<file path="src/rtl/mem_port_arbiter.sv">
// mem_port_arbiter
//   Shares the single fixed-latency unified memory port between the IF stage
//   (fetch) and the MEM stage (load/store). A granted access is held stable on
//   the memory bus for MEM_LATENCY cycles, read data is captured on the last
//   access cycle, and a one-cycle ack is returned in the following cycle.
//   Fetches cancelled by i_flush still finish on the bus but are not acked.
//
//   Optional build macro: ARB_FAIR_EN
//     defined   - alternate grants when both requesters are pending
//     undefined - data port has fixed priority over fetch
//
// Ports
//   clk, reset_n          clock, synchronous active-low reset
//   i_req/i_addr/i_flush  fetch request, address, cancel
//   i_rdata/i_ack         fetched word and completion pulse
//   d_req/d_we/d_addr/d_wdata  data request (we=1 store)
//   d_rdata/d_ack         load word and completion pulse
//   m_read/m_write/m_addr/m_wdata/m_rdata  memory port
//   busy                  high while an access is in ACCESS or RESP
//   owner_d               1 when the current/last grant went to the data port
module mem_port_arbiter #(
    parameter int WORD_SIZE   = 16,
    parameter int MEM_LATENCY = 2
) (
    input  logic                 clk,
    input  logic                 reset_n,
    input  logic                 i_req,
    input  logic [WORD_SIZE-1:0] i_addr,
    input  logic                 i_flush,
    output logic [WORD_SIZE-1:0] i_rdata,
    output logic                 i_ack,
    input  logic                 d_req,
    input  logic                 d_we,
    input  logic [WORD_SIZE-1:0] d_addr,
    input  logic [WORD_SIZE-1:0] d_wdata,
    output logic [WORD_SIZE-1:0] d_rdata,
    output logic                 d_ack,
    output logic                 m_read,
    output logic                 m_write,
    output logic [WORD_SIZE-1:0] m_addr,
    output logic [WORD_SIZE-1:0] m_wdata,
    input  logic [WORD_SIZE-1:0] m_rdata,
    output logic                 busy,
    output logic                 owner_d
);

    typedef enum logic [1:0] {
        IDLE   = 2'd0,
        ACCESS = 2'd1,
        RESP   = 2'd2
    } state_t;

    localparam logic [3:0] CNT_INIT = 4'(MEM_LATENCY - 1);

    state_t               state_q, state_d;
    logic [3:0]           cnt_q, cnt_d;
    logic                 m_read_q, m_read_d;
    logic                 m_write_q, m_write_d;
    logic [WORD_SIZE-1:0] m_addr_q, m_addr_d;
    logic [WORD_SIZE-1:0] m_wdata_q, m_wdata_d;
    logic [WORD_SIZE-1:0] i_rdata_q, i_rdata_d;
    logic [WORD_SIZE-1:0] d_rdata_q, d_rdata_d;
    logic                 i_ack_q, i_ack_d;
    logic                 d_ack_q, d_ack_d;
    logic                 busy_q, busy_d;
    logic                 owner_d_q, owner_d_d;
    logic                 drop_q, drop_d;
`ifdef ARB_FAIR_EN
    logic                 last_d_q, last_d_d;
`endif

    logic i_valid;
    logic grant_d;

    // A fetch raised together with a flush is not a real request.
    always_comb begin
        i_valid = i_req && !i_flush;
`ifdef ARB_FAIR_EN
        // Under contention, hand the port to whoever did not get it last.
        grant_d = d_req && (!i_valid || !last_d_q);
`else
        grant_d = d_req;
`endif
    end

    always_comb begin
        state_d   = state_q;
        cnt_d     = cnt_q;
        m_read_d  = m_read_q;
        m_write_d = m_write_q;
        m_addr_d  = m_addr_q;
        m_wdata_d = m_wdata_q;
        i_rdata_d = i_rdata_q;
        d_rdata_d = d_rdata_q;
        i_ack_d   = 1'b0;
        d_ack_d   = 1'b0;
        busy_d    = busy_q;
        owner_d_d = owner_d_q;
        drop_d    = drop_q;
`ifdef ARB_FAIR_EN
        last_d_d  = last_d_q;
`endif

        case (state_q)
            IDLE: begin
                if (d_req || i_valid) begin
                    state_d   = ACCESS;
                    cnt_d     = CNT_INIT;
                    busy_d    = 1'b1;
                    owner_d_d = grant_d;
                    drop_d    = 1'b0;
                    m_addr_d  = grant_d ? d_addr : i_addr;
                    m_wdata_d = grant_d ? d_wdata : '0;
                    m_write_d = grant_d && d_we;
                    m_read_d  = !(grant_d && d_we);
`ifdef ARB_FAIR_EN
                    last_d_d  = grant_d;
`endif
                end
            end

            ACCESS: begin
                if (!owner_d_q && i_flush) begin
                    drop_d = 1'b1;
                end
                if (cnt_q == '0) begin
                    state_d   = RESP;
                    m_read_d  = 1'b0;
                    m_write_d = 1'b0;
                    if (owner_d_q) begin
                        d_ack_d = 1'b1;
                        if (!m_write_q) begin
                            d_rdata_d = m_rdata;
                        end
                    end else if (!(drop_q || i_flush)) begin
                        // A flush in the final access cycle must also cancel.
                        i_ack_d   = 1'b1;
                        i_rdata_d = m_rdata;
                    end
                end else begin
                    cnt_d = cnt_q - 4'd1;
                end
            end

            RESP: begin
                state_d = IDLE;
                busy_d  = 1'b0;
                drop_d  = 1'b0;
            end

            default: begin
                state_d = IDLE;
            end
        endcase
    end

    always_ff @(posedge clk) begin
        if (!reset_n) begin
            state_q   <= IDLE;
            cnt_q     <= '0;
            m_read_q  <= 1'b0;
            m_write_q <= 1'b0;
            m_addr_q  <= '0;
            m_wdata_q <= '0;
            i_rdata_q <= '0;
            d_rdata_q <= '0;
            i_ack_q   <= 1'b0;
            d_ack_q   <= 1'b0;
            busy_q    <= 1'b0;
            owner_d_q <= 1'b0;
            drop_q    <= 1'b0;
`ifdef ARB_FAIR_EN
            last_d_q  <= 1'b0;
`endif
        end else begin
            state_q   <= state_d;
            cnt_q     <= cnt_d;
            m_read_q  <= m_read_d;
            m_write_q <= m_write_d;
            m_addr_q  <= m_addr_d;
            m_wdata_q <= m_wdata_d;
            i_rdata_q <= i_rdata_d;
            d_rdata_q <= d_rdata_d;
            i_ack_q   <= i_ack_d;
            d_ack_q   <= d_ack_d;
            busy_q    <= busy_d;
            owner_d_q <= owner_d_d;
            drop_q    <= drop_d;
`ifdef ARB_FAIR_EN
            last_d_q  <= last_d_d;
`endif
        end
    end

    assign m_read  = m_read_q;
    assign m_write = m_write_q;
    assign m_addr  = m_addr_q;
    assign m_wdata = m_wdata_q;
    assign i_rdata = i_rdata_q;
    assign d_rdata = d_rdata_q;
    assign i_ack   = i_ack_q;
    assign d_ack   = d_ack_q;
    assign busy    = busy_q;
    assign owner_d = owner_d_q;

endmodule
</file>
<file path="config.mk">
export PLATFORM = sky130hd
export DESIGN_NAME = mem_port_arbiter
export DESIGN_NICKNAME = d
export VERILOG_FILES = /design/src/rtl/mem_port_arbiter.sv
export SDC_FILE = /design/constraint.sdc
export NUM_CORES = 1
export LEC_CHECK = 0
export CAP_MARGIN = 20
export CORE_MARGIN = 4
export CORE_UTILIZATION = 40
export CTS_CLUSTER_DIAMETER = 50
export CTS_CLUSTER_SIZE = 25
export DETAILED_ROUTE_END_ITERATION = 8
export GPL_ROUTABILITY_DRIVEN = 0
export PLACE_DENSITY = 0.88
export SLEW_MARGIN = 30
export SYNTH_ARGS = -nofsm -noshare
export SYNTH_HDL_FRONTEND = slang
export SYNTH_SLANG_ARGS = --single-unit
export TNS_END_PERCENT = 100
</file>
<file path="constraint.sdc">
create_clock -name clk -period 2.1 [get_ports clk]
set_input_delay 0.525 -clock clk [delete_from_list [all_inputs] [get_ports clk]]
set_output_delay 0.525 -clock clk [all_outputs]
set_load 0.02 [all_outputs]
</file>
Word level (Yosys, flattened, before mapping)
Index checks and enable logic that the tools add are counted.

Bitwise logic cells: 6. Reduce and logical (&&, ||, !) cells: 23. $add $sub $neg: 1. Equal/unequal tests: 6. Mux-type cells: 20.

Operators with widths (number): two-way mux 16 bit (2); AND reduction 3 bit (4); two-way mux 1 bit (8); two-way mux 4 bit (2); != test 2 bit, second input constant (4); one-hot mux 4 bit (2 select lines) (1); AND reduction 4 bit (2); NOT 1 bit (6); one-hot mux 1 bit (2 select lines) (3); AND reduction 2 bit (3); logical NOT 4 bit (1); two-way mux 2 bit (2); one-hot mux 2 bit (2 select lines) (1); nonzero test 2 bit (2); OR reduction 4 bit (1); subtractor 4 x 1 -> 4 bit, second input constant (1); logical AND 1 bit (3); logical NOT 1 bit (3); one-hot mux 1 bit (3 select lines) (1); nonzero test 3 bit (1); == test 2 x 1 -> 1 bit, second input constant (1); == test 2 bit, second input constant (1); logical NOT 2 bit (1); logical OR 1 bit (2).

Output and inout bits: 70. Logic and storage cells: 69. Flip-flop bits (word level): 77. Input port bits: 70.

Depth between registers and ports, before layout
Word-level depth: 5. Depth in mapped cells: 8. Gate-level depth less buffers: 6.

Worst setup path after synthesis
Ideal clock, no wire load.

Path type: in2reg. From: input port i_req. To: register m_wdata_q[10], in the netlist m_wdata[10]. Setup time: 117 ps. Path slack: 451 ps. Buffers on the path: 2. Stages: 6. Data required time: 1983 ps. Arrival: 1532 ps. Path through: nor2b_1 > o21ai_1 > and2_1 > buf_2 > buf_2 > a22o_1.

Longest elaborated chain between the ends: 3.

Ends and longest elaborated chain: from (decl) (RTL line 27) `input logic i_req,`; logical AND 1 bit (RTL line 77) `i_valid = i_req && !i_flush;`; logical OR 1 bit (RTL line 106) `if (d_req || i_valid) begin`; AND reduction 2 bit (no source line); to (signal assigned) (RTL line 181) `m_wdata_q <= m_wdata_d;`; to (decl) (RTL line 60) `logic [WORD_SIZE-1:0] m_wdata_q, m_wdata_d;`.

Every way passes these cells. A chain may end at the register's enable or synchronous reset.

Worst setup path after layout
From: register m_write_q, in the netlist m_write. To: output port m_write.

RTL lines: from (decl) (RTL line 58) `logic m_write_q, m_write_d;`; from (signal assigned) (RTL line 179) `m_write_q <= m_write_d;`; to (decl) (RTL line 39) `output logic m_write,`.

No word-level cell between the ends.

==> impl_metrics.toml <==
[sta]
slew_headroom_pct = 56.3
rsz0062_at_grt = "false"
tns_ps = 0
final.period_utilization_pct = 88.9
finalMaxSlewViolations = 0
tightest_slew_ps = 655
period_needed_ps = 1870
setup_viol = 0
post-route-worst-setup-slack_ps = 233
fmax_ghz = 0.536
finalHoldViolations = 0
timing.hold.ws_ps = 458
finClkSkew_ps = 11.8

[final_layout]
final_cell_mix = "clkdlybuf4s50_1 (138), dfxtp_1 (77), nand2_1 (68)"
syn_to_final_growth_pct = 56.2
fin_area_mm2 = 0.00468
layout.cells.most_common = "clkdlybuf4s50_1"
post_route_cells_drive_above_1_share_pct = 7.16
post-route-util_pct = 64.6
fin_nets = 500
diodes = 0
stdcell_count = 532

[synthesis]
syn-num-nets = 362
ys_seq_area_share_pct = 51.4
avgSynthCellArea_um2 = 10.3
synth_seq_cells = 77
synth_cells = 290
synth_area_mm2 = 0.00300
synth_warnings = 0
synth.distinct_cells = 37

[pwr]
powerDensity_mw_per_mm2 = 756
fin_total_pwr_mw = 3.54
ir_drop_uv = 534
cellLeakagePower_nw = 2.15

[routing]
first_pass_iters = 4
drc = 0
viasPerCell = 4.87
wl_mm = 7.66
vias = 2589
initialDrtViolationCount = 67
wl_per_cell_um = 14.4
ant_nets = 0

[setup_path]
cp_cell_sequence = "clkdlybuf4s50_1"
crit_path_max_incr_delay_ps = 650
critPathSlowestCell = "clkdlybuf4s50_1"
end_kind = "output port"
r2r_start = "cnt_q[0]"
critPathRequiredTime_ps = 1570
cp_top_family = "buffers and inverters"
reg2reg_slack_ps = 370
endpoint = "m_write"
r2r_cells = 7
critPathLaunchType = "register"
crit_buf_inv = 1
path_class = "reg -> out"
r2r_end = "d_rdata[3]"
cp_data_arrival_time_ps = 1340
crit_start = "m_write"
cp.depth = 1
cp_max_fo = 3

[die]
coreArea_mm2 = 0.00725
die_area_mm2 = 0.00894
initial_core_util_pct = 41.3
die_w_um = 94.6
fp-row-count = 31
num_io_pins = 140
fp.dieH_um = 94.6

[clock_network]
ctsResizeCount = 0
clkLatencyLatePin_ps = 340
cts_root_buf = "clkbuf_8"
cts_buffer_depth = 2
ctsHoldBuffers = 0
htree_levels = 3
cts_tree = "built"
clock_sinks = 77
cts_buffers = 9
cts_setup_buffers = 0
clkSlewWorstSetupHoldPaths_ps = 80

[place]
placed_cells = 516
portBuffers = 139
place_hpwl_mm = 5.88
place_area_mm2 = 0.00448
pre_cts_slack_ps = -75.0

[min_path]
hold_path_class = "reg -> reg"
min-delay-start = "d_rdata[8]"

[global_routing]
grt_pass1_vias = 2704
antenna_found_initial = 0
grt_overflow = 0
grt_max_degree = 55
track_usage_pct = 17.1
grt_pass1_wl_mm = 12.0

[flow_run]
maxCapViolations = 0

[status]
status = "completed"
-- cell type report --
cell class | instances | area [µm²]
well taps | 99 | 124
clock inverters | 7 | 80.1
repair buffers | 147 | 1470
inverters | 3 | 11.3
clock buffers | 9 | 124
flip-flops and latches | 77 | 1540
fillers | 597 | 2570
multi-input cells | 190 | 1330
-- kinds of logic (layout without fill, tap and decap cells) --
logic type                 after synthesis  in the layout  share of synthesized area [%]
and+or+nand+nor                         94             94                           14.1
xor gates and xnor gates                 1              1                          0.292
buffers and inverters                   23            166                           4.17
AOI/OAI and AO/OA                       44             44                           12.8
muxes                                   49             49                           16.4
adders and majority gates                2              2                          0.835
DFF                                     77             77                           51.4
-- cells in the mapped netlist --
cell      number  area share (%)
clkbuf_1       9             1.1
xor2_1         1            0.29
and3_1         2            0.42
nor3_1         2            0.33
buf_2          6             1.0
or3b_4         1            0.38
a21o_1         1            0.25
nor2_1         4            0.50
mux2i_1       49              16
nand2_2        1            0.21
a31oi_1        2            0.42
inv_1          3            0.38
a32o_1         1            0.33
nand2_1       68             8.5
nor2_4         1            0.38
dfxtp_1       77              51
o211a_1       16             5.3
nor2b_1        3            0.63
nand2b_1       1            0.21
nor2_2         1            0.21
o21a_1         1            0.25
and2_1         3            0.63
o21ai_1        1            0.17
o21ai_0        2            0.33
nand3_1        2            0.33
nor4b_1        1            0.29
a21boi_0       2            0.50
a21oi_1        1            0.17
nor4_1         1            0.21
buf_12         1            0.67
buf_1          2            0.25
o221a_2        1            0.38
ha_1           2            0.83
nor3b_1        2            0.50
a22o_1        16             4.7
nand3b_2       1            0.38
buf_6          2            0.75
-- how the worst min path moves through the flow --
stage | slack [ps] | to | cells after the start
6_report | 460 | d_rdata[8] | 2
5_1_grt | 460 | m_read | 3
4_1_cts | 440 | m_read | 3
3_5_place_dp | 450 | i_rdata[14] | 2
3_3_place_gp | 450 | i_rdata[5] | 2
2_1_floorplan | 500 | cnt_q[0] | 2
-- where the power goes --
| group | internal (mW) | total (mW) | switching [mW] | leakage [nW] |
|---|---|---|---|---|
| Sequential | 1.56 | 1.63 | 0.0627 | 0.629 |
| Clock | 0.567 | 1.13 | 0.565 | 0.103 |
| Combinational | 0.418 | 0.783 | 0.365 | 1.42 |
-- sequential cells by signal, summed over array words and instances (netlist names) --
| name | count |
|---|---|
| m_addr | 16 |
| state_q | 2 |
| cnt_q | 4 |
| i_ack | 1 |
| m_write | 1 |
| owner_d | 1 |
| d_rdata | 16 |
| drop_q | 1 |
| d_ack | 1 |
| i_rdata | 16 |
| m_read | 1 |
| busy | 1 |
| m_wdata | 16 |
-- layer usage --
layer	share of wire [%]	GRT usage, %
met1	40	18.2
met4	1.6	6.13
met5	0	0
met2	47	29.3
met3	11	8.53
Note: power is estimated with default switching activity, not from simulation.
